$ cat src/rtl/clock_gen_pkg.sv
// Shared types and constants for the clock divider bank.
// Holds the divide-ratio type, the per-channel state encoding and the minimum ratio.
package clock_gen_pkg;

   localparam int DIV_W   = 16;
   localparam int DIV_MIN = 2;

   typedef logic [DIV_W-1:0] div_t;

   typedef enum logic [1:0] {
      IDLE = 2'd0,
      RUN  = 2'd1,
      PEND = 2'd2
   } ch_state_e;

endpackage

$ cat src/rtl/clock_div_channel.sv
// One divider channel: counter, shadow config, state tracking and registered outputs.
// A pending config is applied at the channel's wrap, or on the next cycle while disabled.
module clock_div_channel
   import clock_gen_pkg::*;
#(
   parameter int DIV_W     = 16,
   parameter int DIV_RESET = 2
) (
   input  logic             i_clk,
   input  logic             i_rst,
   input  logic             i_en,
   input  logic             i_cfg_we,
   input  logic [DIV_W-1:0] i_cfg_div,
   input  logic [DIV_W-1:0] i_cfg_phase,
   output logic             o_clk_div,
   output logic             o_tick,
   output logic             o_locked,
   output logic             o_pending,
   output ch_state_e        o_state
);

   localparam logic [DIV_W-1:0] DIV_MIN_W = DIV_W'(DIV_MIN);
   localparam logic [DIV_W-1:0] DIV_RST_W = DIV_W'(DIV_RESET);

   logic [DIV_W-1:0] cnt, div, shadow_div, shadow_phase;
   logic [DIV_W-1:0] cfg_div_clamped, cfg_phase_mod, cnt_next, div_next;
   logic [DIV_W:0]   rem;
   logic             wrap, apply, pending_next, locked_next, clk_next;
   ch_state_e        state_next;

   // Phase modulo ratio by restoring shift-subtract, so no divider is needed.
   always_comb begin
      cfg_div_clamped = (i_cfg_div < DIV_MIN_W) ? DIV_MIN_W : i_cfg_div;
      rem = '0;
      for (int i = DIV_W - 1; i >= 0; i--) begin
         rem = {rem[DIV_W-1:0], i_cfg_phase[i]};
         if (rem >= {1'b0, cfg_div_clamped}) begin
            rem = rem - {1'b0, cfg_div_clamped};
         end
      end
      cfg_phase_mod = rem[DIV_W-1:0];
   end

   always_comb begin
      wrap         = i_en && (cnt == div - 1'b1);
      apply        = o_pending && (!i_en || wrap);
      div_next     = apply ? shadow_div : div;
      pending_next = (o_pending && !apply) || i_cfg_we;
      cnt_next     = cnt + 1'b1;
      locked_next  = o_locked;
      if (!i_en) begin
         cnt_next    = '0;
         locked_next = 1'b0;
      end else if (wrap) begin
         cnt_next    = o_pending ? shadow_phase : '0;
         locked_next = !o_pending;
      end
      clk_next = i_en && (cnt_next < (div_next >> 1));
      if (!i_en) begin
         state_next = IDLE;
      end else if (pending_next) begin
         state_next = PEND;
      end else begin
         state_next = RUN;
      end
   end

   always_ff @(posedge i_clk) begin
      if (i_rst) begin
         cnt          <= '0;
         div          <= DIV_RST_W;
         shadow_div   <= DIV_RST_W;
         shadow_phase <= '0;
         o_pending    <= 1'b0;
         o_clk_div    <= 1'b0;
         o_tick       <= 1'b0;
         o_locked     <= 1'b0;
         o_state      <= IDLE;
      end else begin
         cnt       <= cnt_next;
         div       <= div_next;
         o_pending <= pending_next;
         o_clk_div <= clk_next;
         o_tick    <= clk_next && !o_clk_div;
         o_locked  <= locked_next;
         o_state   <= state_next;
         if (i_cfg_we) begin
            shadow_div   <= cfg_div_clamped;
            shadow_phase <= cfg_phase_mod;
         end
      end
   end

endmodule

$ cat src/rtl/clock_divider_bank.sv
// Multi-channel clock-enable/divider bank with a shared config port.
// Handshake: a config transfers when i_cfg_valid && o_cfg_ready; ready is low while the target channel holds a pending config.
module clock_divider_bank
   import clock_gen_pkg::*;
#(
   parameter int NUM_CH    = 4,
   parameter int DIV_W     = 16,
   parameter int DIV_RESET = 2,
   localparam int CH_W     = (NUM_CH > 1) ? $clog2(NUM_CH) : 1
) (
   input  logic                  i_clk,
   input  logic                  i_rst,
   input  logic                  i_cfg_valid,
   output logic                  o_cfg_ready,
   input  logic [CH_W-1:0]       i_cfg_ch,
   input  logic [DIV_W-1:0]      i_cfg_div,
   input  logic [DIV_W-1:0]      i_cfg_phase,
   input  logic [NUM_CH-1:0]     i_ch_en,
   output logic [NUM_CH-1:0]     o_clk_div,
   output logic [NUM_CH-1:0]     o_tick,
   output logic [NUM_CH-1:0]     o_locked,
   output logic [2*NUM_CH-1:0]   o_dbg_state
);

   logic [NUM_CH-1:0] pending;
   logic [NUM_CH-1:0] cfg_we;
   ch_state_e         ch_state [NUM_CH];

   always_comb begin
      o_cfg_ready = 1'b0;
      if (int'(i_cfg_ch) < NUM_CH) begin
         o_cfg_ready = !pending[i_cfg_ch];
      end
   end

   for (genvar c = 0; c < NUM_CH; c++) begin : g_ch
      assign cfg_we[c] = i_cfg_valid && o_cfg_ready && (i_cfg_ch == CH_W'(c));
      assign o_dbg_state[2*c +: 2] = ch_state[c];

      clock_div_channel #(
         .DIV_W     (DIV_W),
         .DIV_RESET (DIV_RESET)
      ) u_ch (
         .i_clk       (i_clk),
         .i_rst       (i_rst),
         .i_en        (i_ch_en[c]),
         .i_cfg_we    (cfg_we[c]),
         .i_cfg_div   (i_cfg_div),
         .i_cfg_phase (i_cfg_phase),
         .o_clk_div   (o_clk_div[c]),
         .o_tick      (o_tick[c]),
         .o_locked    (o_locked[c]),
         .o_pending   (pending[c]),
         .o_state     (ch_state[c])
      );
   end

endmodule
$ cat config.mk
export PLATFORM = sky130hd
export DESIGN_NAME = clock_divider_bank
export DESIGN_NICKNAME = d
export VERILOG_FILES = /design/src/rtl/clock_gen_pkg.sv /design/src/rtl/clock_div_channel.sv /design/src/rtl/clock_divider_bank.sv
export SDC_FILE = /design/constraint.sdc
export NUM_CORES = 1
export LEC_CHECK = 0
export BUFFER_PORTS_ARGS = -buffer_cell sky130_fd_sc_hd__clkbuf_2
export CORE_MARGIN = 1
export CORE_UTILIZATION = 55
export DETAILED_ROUTE_END_ITERATION = 6
export GPL_TIMING_DRIVEN = 0
export HOLD_SLACK_MARGIN = 0.05
export PLACE_DENSITY = 0.8
export RECOVER_POWER = 100
export SYNTH_ARGS = -nofsm -noshare
export SYNTH_HDL_FRONTEND = slang
export SYNTH_SLANG_ARGS = --single-unit
$ cat constraint.sdc
create_clock -name i_clk -period 57.5 [get_ports i_clk]
set_input_delay 2.875 -clock i_clk [delete_from_list [all_inputs] [get_ports i_clk]]
set_output_delay 2.875 -clock i_clk [all_outputs]
set_load 0.05 [all_outputs]
==> results.md, run 1 <==
- Gpl congestion: 0.940
- Final TNS setup: 0 ns
- Antenna Nets Post-Route: 0
- DRT iter0 DRCs: 2375
- Most used cell, CP: o21ai_0
- Max cap viols: 1
- Synthesized flop and latch total: 280
- Syn_area_per_cell: 7.82 um2
- Final setup fails: 0
- Synthesized cell area: 27600 um2
- Yosys top cell by area: dfxtp_1
- Slew headroom: -0.0254
- Slew Viols, Final: 9
- Min-delay src: g_ch[1].u_ch.o_clk_div
- Crit-path slowest cell: or4_1
- Total wire length: 82.1 mm
- Crit-path max FO: 19
- Initial antenna violation count: 0
- First-pass GRT wire length: ~130 mm
- Worst Tran Pin Value: 1.52 ns
- Core area: 49300 um2
- Clk Latency, worst-skew pair: roughly 0.56 ns
- Final Net Count: 4004
- R2r endpoint: g_ch[3].u_ch.o_tick
- Overall fraction of global-route tracks in use: 0.313
- Vias: about 27000
- Count leader, synth: nand2_1
- Drt via density: 6.19
- IO buf count: 59
- Starting density of the core: 0.560
- CTS tree: done
- Die W: 226 um
- Status: complete, but fails checks
- CP startpoint kind: input pin
- Placed instance area: 28800 um2
- I/O pin count: 62
- Synth Instances: ~3500
- Synth top cells by count: 351 x nand2_1, 343 x nor2_1, 306 x ha_1
- Worst hold path stage count: 1
- Fin. Hold Viols: 0
- Reg2reg start: g_ch[3].u_ch.div[3]
- Final Cell Area: just over 30000 um2
- Maximum clock path buffer count: 3
- Layout Cells excl Fill: 4328
- TritonCTS Sinks: 280
- Die Area: 51100 um2
- Hold_buf cts: 0
- Area growth from synthesis to layout: 10.1%
- Multi-input logic area: 21300 um2
- Seq/Total Area, Yosys: 0.203
- Largest net degree at the start of global routing: 20
- Critical path type: input pin to flop
- Synth area leaders: dfxtp_1 20%, ha_1 14%, xnor2_1 5.3%
- Root Driver: clkbuf_16
- Post-Place Setup Slack: -5.50 ns
- Fill count: 4311
- Final period demand of the worst path: 53.68 ns
- Number of diodes: 0
- Die height: around 230 um
- Worst setup EP type: flop
- DRC: 0
- Failing checks: capacitance limit, slew limit
- Post-DP HPWL: 61.3 mm
- Clock slew at reported path FFs: 0.06 ns
- Worst min path class: flop to flop
- Clk_skew: 0.0200 ns
- Period utilization: 0.934
- GRT overflow: 0
- Register area: 5610 um2
- Worst Setup Slack, final: 3.82 ns
- Critical path arrival: 54.10 ns
- FF-to-FF setup slack: 50.05 ns
- WHS Endpoint: g_ch[1].u_ch.o_tick
- Num CTS Buffers: 29
- Synth Flop Type: dfxtp_1
- Number of global-route vias before repair: 25100
- Synth top area share: 0.203
- Pre-antenna DRT Iters: 6
- Post-synth EDFFs: 0
- CP required: around 58 ns
- Fmax: 18.6 MHz
- Worst Reg-to-Reg Cells: 25
- Yosys warning count: 0
- WL/cell: 19.0 um
- Crit-path max cell delay: 0.57 ns
- Placed cells: 4258
- Synth async-reset ratio: 0
- Row cnt: 81
- Layout cells sized above 1: 0.100
- Yosys cell types: 94
- CTS H-Tree Depth: 1
## sequential cells by signal (all words and copies together), names as in the netlist
name	cells
g_ch.u_ch.cnt	64
g_ch.u_ch.div	64
g_ch.u_ch.o_clk_div	4
g_ch.u_ch.o_locked	4
g_ch.u_ch.o_pending	4
g_ch.u_ch.o_state	8
g_ch.u_ch.o_tick	4
g_ch.u_ch.shadow_div	64
g_ch.u_ch.shadow_phase	64
## per-stage QoR
stage | hold WS, ns | utilization
after floorplan | 0.393 | -
after global placement | 0.397 | 0.584
after detailed placement | 0.401 | 0.585
after CTS | 0.409 | 0.609
after global routing | 0.419 | 0.617
final | 0.407 | 0.617
## layout by cell type (no fill, tap or decap), types with 11 or more instances in the layout
| master | netlist | layout |
|---|---|---|
| xnor2_1 | 167 | 167 |
| a21boi_0 | 25 | 24 |
| o21a_1 | 42 | 42 |
| xor2_1 | 122 | 122 |
| o211ai_1 | 18 | 18 |
| or3_1 | 19 | 18 |
| nor3_1 | 48 | 46 |
| and3_1 | 45 | 44 |
| mux2i_1 | 100 | 83 |
| o31ai_1 | 21 | 17 |
| nand2_1 | 351 | 351 |
| nor4_1 | 23 | 22 |
| nor3b_1 | 15 | 14 |
| clkbuf_1 | 102 | 116 |
| nor2b_1 | 114 | 114 |
| fa_1 | 15 | 15 |
| mux2_2 | 100 | 100 |
| o41ai_1 | 13 | 12 |
| a21o_1 | 101 | 100 |
| mux2i_4 | 0 | 12 |
| and2_1 | 14 | 13 |
| a31oi_1 | 22 | 20 |
| or4_1 | 14 | 14 |
| clkbuf_2 | 0 | 39 |
| a211oi_1 | 70 | 65 |
| buf_4 | 14 | 37 |
| a211oi_2 | 11 | 14 |
| nand2b_1 | 67 | 67 |
| inv_1 | 158 | 155 |
| nand3_1 | 82 | 80 |
| o21bai_1 | 14 | 14 |
| nand4_1 | 58 | 58 |
| clkinv_2 | 0 | 11 |
| or2_2 | 11 | 11 |
| dfxtp_1 | 280 | 280 |
| a21oi_1 | 246 | 242 |
| ha_1 | 306 | 305 |
| nor2_1 | 343 | 341 |
| o21ai_0 | 200 | 187 |
| clkbuf_16 | 0 | 29 |
## per-layer routing
metal,wire length (um),global-route usage,part of all wire
met1,35400,0.416,0.43
met2,36000,0.501,0.44
met3,6650,0.0385,0.081
met4,4060,0.151,0.049
met5,0,0,0
## worst max-delay path: cells and delay by family
kind | cells | cell delay [ns]
AND/OR/NAND/NOR | 51 | 8.56
adder cells (fa/ha/maj) | 17 | 4.79
buffers and inverters | 29 | 5.33
AO/OA/AOI/OAI | 143 | 29.28
multiplexers | 9 | 3.15
## area by class of cell
cell class | instances | share of cell area
multi-input combinational | 2963 | 0.702
clock inverter | 15 | 0.00507
inverter | 160 | 0.0201
sequential | 280 | 0.184
buffer | 125 | 0.0191
timing repair buffer | 83 | 0.0154
tap | 664 | 0.0273
clock buffer | 38 | 0.0263
## repair_timing
action | in CTS | in global routing
resized for setup | 51 | 89
buffers inserted | 4 | 19
pin swaps | 1 | 7
setup endpoints to repair | 64 | 64
## cells by family (layout without fill, tap and decap cells)
logic type                 Yosys count  count (layout)  synth area share
and+or+nand+nor                   1241            1241             0.218
AOI/OAI and AO/OA                  901             901             0.216
adders and majority gates          321             321             0.150
buffers and inverters              291             421            0.0423
xor gates and xnor gates           289             289            0.0917
DFF                                280             280             0.203
muxes                              204             204            0.0791
other                                1               7          0.000136
## worst max-delay path by stage
stage	from	to	slack [ns]	cells after the start
floorplan	i_cfg_div[8]	g_ch[2].u_ch.shadow_phase[6]	7.15	251
global placement	i_cfg_div[8]	g_ch[1].u_ch.shadow_phase[9]	-5.80	245
detailed placement	i_cfg_div[10]	g_ch[1].u_ch.shadow_phase[9]	-5.50	256
CTS	i_cfg_div[14]	g_ch[1].u_ch.shadow_phase[9]	0.10	255
global route	i_cfg_div[13]	g_ch[1].u_ch.shadow_phase[9]	-0.14	251
finish	i_cfg_div[10]	g_ch[1].u_ch.shadow_phase[13]	3.82	249
Power of run 1 is not shown: default switching activity piles up to over one toggle a cycle in this logic, so the estimate is an artifact.
==> run 2: changes to the inputs <==
--- a/config.mk
+++ b/config.mk
@@ -7,5 +7,7 @@
 export LEC_CHECK = 0
-export BUFFER_PORTS_ARGS = -buffer_cell sky130_fd_sc_hd__clkbuf_2
+export BUFFER_PORTS_ARGS = -buffer_cell sky130_fd_sc_hd__buf_2
+export CELL_PAD_IN_SITES_DETAIL_PLACEMENT = 0
+export CELL_PAD_IN_SITES_GLOBAL_PLACEMENT = 1
 export CORE_MARGIN = 1
-export CORE_UTILIZATION = 55
+export CORE_UTILIZATION = 49
 export DETAILED_ROUTE_END_ITERATION = 6
@@ -13,3 +15,3 @@
 export HOLD_SLACK_MARGIN = 0.05
-export PLACE_DENSITY = 0.8
+export PLACE_DENSITY = 0.91
 export RECOVER_POWER = 100
==> constraint.sdc (replaced) <==
create_clock -name i_clk -period 57.5 [get_ports i_clk]
set_input_delay 5.75 -clock i_clk [delete_from_list [all_inputs] [get_ports i_clk]]
set_output_delay 5.75 -clock i_clk [all_outputs]
set_load 0.05 [all_outputs]
==> run 2 against run 1 <==
Effect of this change:
- the run now ends clean
- hold slack improved by 0.0023 ns
- design area increased by 0.79%
- via count decreased by 3.2%
- core utilization decreased by 6.4 points
- clock skew decreased by 0.0088 ns
- critical path depth increased by 3
- routed wire length increased by 1.4%
- die area increased by 12%
- fmax decreased by 0.97%
- register-to-register slack improved by 0.33 ns
- critical endpoint is now g_ch[3].u_ch.shadow_phase[2]
==> results.md, run 2 (same netlist as run 1, synthesis figures left out) <==
- Status: complete, no violations
- Worst Setup Slack, final: 3.30 ns (-0.525 ns)
- Most used cell, CP: o21ai_1
- Max cap viols: 0 (-1)
- Critical path arrival: 54.65 ns (+0.55 ns)
- Clk Latency, worst-skew pair: 0.55 ns (about the same)
- Die Area: 57300 um2 (+12%)
- Worst min path class: flop to flop
- Number of diodes: 0 (unchanged)
- Post-Place Setup Slack: -9.13 ns (-3.64 ns)
- Pre-antenna DRT Iters: 5 (-1)
- Number of global-route vias before repair: 24100 (-4.2%)
- Die height: 239 um (+5.9%)
- CP required: 57.95 ns (+0.03 ns)
- Critical path type: input pin to flop
- DRT iter0 DRCs: 1906 (-20%)
- WL/cell: 18.9 um (-0.50%)
- Final setup fails: 0 (unchanged)
- CP startpoint kind: input pin
- Gpl congestion: 0.905 (-3.7%)
- Fin Hold WS: 0.410 ns (+0.00231 ns)
- Fmax: 18.4 MHz (-0.97%)
- Period utilization: 0.943 (+0.00913)
- Area growth from synthesis to layout: 11.0%
- Crit-path max cell delay: 0.48 ns (-0.09 ns)
- Core area: 55400 um2 (+13%)
- Num CTS Buffers: 29 (unchanged)
- Fin. Hold Viols: 0 (unchanged)
- Root Driver: clkbuf_16
- Most frequent cells in the layout: 350 x nand2_1, 341 x nor2_1, 305 x ha_1
- CTS H-Tree Depth: 1 (unchanged)
- GRT overflow: 0 (unchanged)
- Slew headroom: 0.172 (+0.197)
- Post-DP HPWL: 63.1 mm (+3.0%)
- Worst Tran Pin Value: 1.24 ns (-0.277 ns)
- I/O pin count: 62 (unchanged)
- Crit-path slowest cell: a2111oi_4
- Layout cells sized above 1: 0.105 (+0.00445)
- Final Net Count: 4004 (unchanged)
- TritonCTS Sinks: 280 (unchanged)
- Die W: 239 um (+5.9%)
- Largest net degree at the start of global routing: 16 (-20%)
- IO buf count: 59 (unchanged)
- Clock slew at reported path FFs: 0.06 ns (about the same)
- Most common cell after layout, fill and taps aside: nand2_1
- Initial antenna violation count: 0 (unchanged)
- Drt via density: 5.88 (-5.0%)
- Clk_skew: 0.0111 ns (-0.00885 ns)
- Total wire length: 83.2 mm (+1.4%)
- Crit-path max FO: 10 (-9)
- Vias: 25900 (-3.2%)
- Overall fraction of global-route tracks in use: 0.283 (-0.0300)
- Slew Viols, Final: 0 (-9)
- First-pass GRT wire length: 130 mm (+0.25%)
- Final period demand of the worst path: 54.20 ns (+0.525 ns)
- CTS tree: done
- Worst setup EP type: flop
- Row cnt: 86 (+6.2%)
- Maximum clock path buffer count: 3 (unchanged)
- Antenna Nets Post-Route: 0 (unchanged)
- DRC: 0 (unchanged)
- Starting density of the core: 0.498 (-0.0623)
==> run 2: repair_timing <==
| item | in CTS | in global routing |
|---|---|---|
| buffers inserted | 8 | 12 |
| hold buffers | 0 | 0 |
| endpoints found under the setup margin | 64 | 64 |
| gates resized for setup | 97 | 99 |
| pin swaps | 3 | 14 |
==> run 2: worst max-delay path: cells and delay by family <==
family / cells / cell delay (ns)
AND/OR/NAND/NOR: 52 / 8.69
adder cells (fa/ha/maj): 17 / 4.95
AO/OA/AOI/OAI: 150 / 29.22
multiplexers: 3 / 1.09
buffers and inverters: 30 / 4.84
==> run 2: final timing paths <==
kind / to / depth (start not counted) / from / slack (ns)
hold reg to reg: g_ch[2].u_ch.o_tick / 1 / g_ch[2].u_ch.o_clk_div / 0.41
hold / removal: g_ch[2].u_ch.o_tick / 1 / g_ch[2].u_ch.o_clk_div / 0.41
setup reg to reg: g_ch[2].u_ch.o_tick / 25 / g_ch[2].u_ch.div[4] / 50.38
setup / recovery: g_ch[3].u_ch.shadow_phase[2] / 252 / i_cfg_div[13] / 3.30
==> run 2: final cells by class <==
type	count	area (um2)
tap	748	936
fill	5298	24800
buffer	127	599
multi-input combinational	2963	21500
sequential	280	5610
inverter	160	609
timing repair buffer	81	445
clock buffer	38	810
clock inverter	12	165
==> run 2: metal layers <==
layer | wire [um] | vias up | GRT usage | share of wire
li1 | - | 12900 | - | -
met1 | 38600 | 12200 | 0.390 | 0.46
met2 | 37600 | 680 | 0.470 | 0.45
met3 | 4350 | 131 | 0.0194 | 0.052
met4 | 2630 | 0 | 0.0851 | 0.032
met5 | 0 | - | 0 | 0
==> run 2: metrics by stage <==
step	instance area (um2)	setup TNS, ns	std cells	util
after floorplan	27600	0	3534	-
after global placement	28900	-622.64	4341	0.521
after detailed placement	28900	-572.64	4343	0.522
after CTS	30300	0	4399	0.547
after global routing	30600	-2.56	4409	0.553
final	30600	0	4409	0.553
Power of run 2 is left out for the same reason.
==> run 3: changes to the inputs <==
Settings changed: CELL_PAD_IN_SITES_GLOBAL_PLACEMENT 1 to 2, CORE_UTILIZATION 49 to 39.
==> run 3 against run 2 <==
Effect of this change:
- the flow now finishes with violations (DRC, capacitance limit, slew limit)
- die area grew 25%
- non-clock buffer count grew 16
- first-iteration DRC count shrank 22%
- cell count is 4.8% higher
- global-route usage fell by 4.2 points
- hold slack lost 0.0029 ns
- core utilization down 11 points
- sequential share of layout area decreased by 0.29 points
- fmax down 0.26%
- critical path type unchanged
- setup slack got worse by 0.14 ns
- register-to-register slack lost 0.56 ns
==> results.md, run 3 (same netlist as run 1, synthesis figures left out) <==
- WL/cell: 19.3 um (+2.1%)
- Fmax: 18.4 MHz (-0.26%)
- CTS tree: done
- Crit-path max cell delay: 0.56 ns (+0.08 ns)
- Gpl congestion: 0.860 (-5.0%)
- Maximum clock path buffer count: 3 (unchanged)
- Crit-path max FO: 10 (unchanged)
- I/O pin count: 62 (unchanged)
- Root Driver: clkbuf_16
- Max cap viols: 1 (+1)
- IO buf count: 59 (unchanged)
- Pre-antenna DRT Iters: 7 (+2)
- Final period demand of the worst path: 54.34 ns (+0.140 ns)
- GRT overflow: 0 (unchanged)
- Worst Reg-to-Reg Cells: 25 (unchanged)
- Layout cells sized above 1: 0.112 (+0.00707)
- CTS H-Tree Depth: 1 (unchanged)
- GR peak layer: met2
- Met1 usage: 0.334 (-0.0561)
- Most frequent cells in the layout: 349 x nand2_1, 341 x nor2_1, 303 x ha_1
- CP required: 57.92 ns (-0.03 ns)
- Vias: 25800 (-0.55%)
- Met2 usage: 0.407 (-0.0633)
- Critical path arrival: 54.76 ns (+0.11 ns)
- Fin. Hold Viols: 0 (unchanged)
- Initial antenna violation count: 0 (unchanged)
- First-pass GRT wire length: 136 mm (+5.1%)
- Die W: 268 um (+12%)
- Worst min path class: flop to flop
- DRC: 2 (+2)
- Final setup fails: 0 (unchanged)
- Clk Latency, worst-skew pair: 0.56 ns (about the same)
- R2r endpoint: g_ch[3].u_ch.o_tick
- Number of diodes: 0 (unchanged)
- Fill count: 7202 (+36%)
- Slew Viols, Final: 1 (+1)
- Slew headroom: -0.00902 (-0.181)
- Placed instance area: 29100 um2 (+0.84%)
- GRT met3 Usage: 0.0162 (-0.00314)
- Reg2reg start: g_ch[3].u_ch.div[3]
- Largest net degree at the start of global routing: 16 (unchanged)
- Total wire length: 89.0 mm (+7.0%)
- Row cnt: 97 (+13%)
- Number of global-route vias before repair: 24100 (+0.0042%)
- Clock slew at reported path FFs: 0.06 ns (about the same)
- Core area: 70000 um2 (+26%)
- Failing checks: DRC, capacitance limit, slew limit
- Worst setup EP type: flop
- Overall fraction of global-route tracks in use: 0.241 (-0.0420)
- Die height: 268 um (+12%)
- Worst setup path startpoint: i_cfg_div[15]
- FF-to-FF setup slack: 49.82 ns (-0.56 ns)
- Clk_skew: 0.0102 ns (-0.000874 ns)
- Worst setup endpoint: g_ch[0].u_ch.shadow_phase[14]
- Most common cell after layout, fill and taps aside: nand2_1
- Period utilization: 0.945 (+0.00243)
- DRT iter0 DRCs: 1482 (-22%)
- CP startpoint kind: input pin
- Antenna Nets Post-Route: 0 (unchanged)
- TritonCTS Sinks: 280 (unchanged)
- Final Net Count: 4022 (+0.45%)
- Min-delay src: g_ch[1].u_ch.o_clk_div
- Drt via density: 5.58 (-5.1%)
- Num CTS Buffers: 31 (+6.9%)
- Post-DP HPWL: 68.2 mm (+8.1%)
- Area growth from synthesis to layout: 12.8%
- Most used cell, CP: o21ai_0
- Status: complete, but fails checks
- Critical path type: input pin to flop
- Worst Tran Pin Value: 1.49 ns (+0.253 ns)
- Die Area: 71800 um2 (+25%)
- Starting density of the core: 0.394 (-0.104)
- Final Cell Area: 31100 um2 (+1.6%)
- Crit-path slowest cell: or4_4
- Hold_buf cts: 0 (unchanged)
## run 3: timing repair
item / 4_1_cts / 5_1_grt
gates resized for setup: 99 / 108
setup buffers: 9 / 31
endpoints found under the setup margin: 64 / 64
pin swaps: 4 / 21
## run 3: final cells by class
type / instances / area, um2 / area share
Buffer: 124 / 591 / 0.0190
Clock buffer: 42 / 887 / 0.0285
Clock inverter: 11 / 109 / 0.00350
Inverter: 160 / 612 / 0.0197
Multi-Input combinational cell: 2963 / 21600 / 0.692
Sequential cell: 280 / 5610 / 0.180
Tap cell: 940 / 1180 / 0.0378
Timing Repair Buffer: 100 / 591 / 0.0190
## run 3: worst max-delay path, delay by kind of cell
kind | cells | cell delay [ns]
AOI/OAI and AO/OA | 143 | 27.52
and+or+nand+nor | 52 | 8.99
adders and majority gates | 17 | 4.76
buffers and inverters | 27 | 4.60
muxes | 9 | 3.08
## run 3: how the worst min path moves through the flow
stage / to / slack, ns / cells after the start
after CTS: g_ch[1].u_ch.o_tick / 0.41 / 1
final: g_ch[1].u_ch.o_tick / 0.41 / 1
after global routing: g_ch[1].u_ch.o_tick / 0.42 / 1
after global placement: g_ch[3].u_ch.o_tick / 0.40 / 1
after detailed placement: g_ch[1].u_ch.o_tick / 0.40 / 1
after floorplan: g_ch[0].u_ch.o_tick / 0.39 / 1
## run 3: per-stage QoR
step | setup TNS [ns] | instances | hold slack, ns | util | setup slack (ns)
finish | 0 | 4620 | 0.407 | 0.444 | 3.16
global route | -3.62 | 4620 | 0.421 | 0.444 | -0.171
CTS | 0 | 4592 | 0.409 | 0.437 | 0.0302
detailed placement | -623.93 | 4534 | 0.401 | 0.416 | -10.03
global placement | -726.15 | 4533 | 0.397 | 0.415 | -11.64
floorplan | 0 | 3534 | 0.393 | - | 4.28
## run 3: metal layers
metal	vias up	routed length, um
met4	0	1860
met5	-	0
met2	509	41200
li1	13000	-
met1	12200	42400
met3	89	3550
Power of run 3 is left out for the same reason.
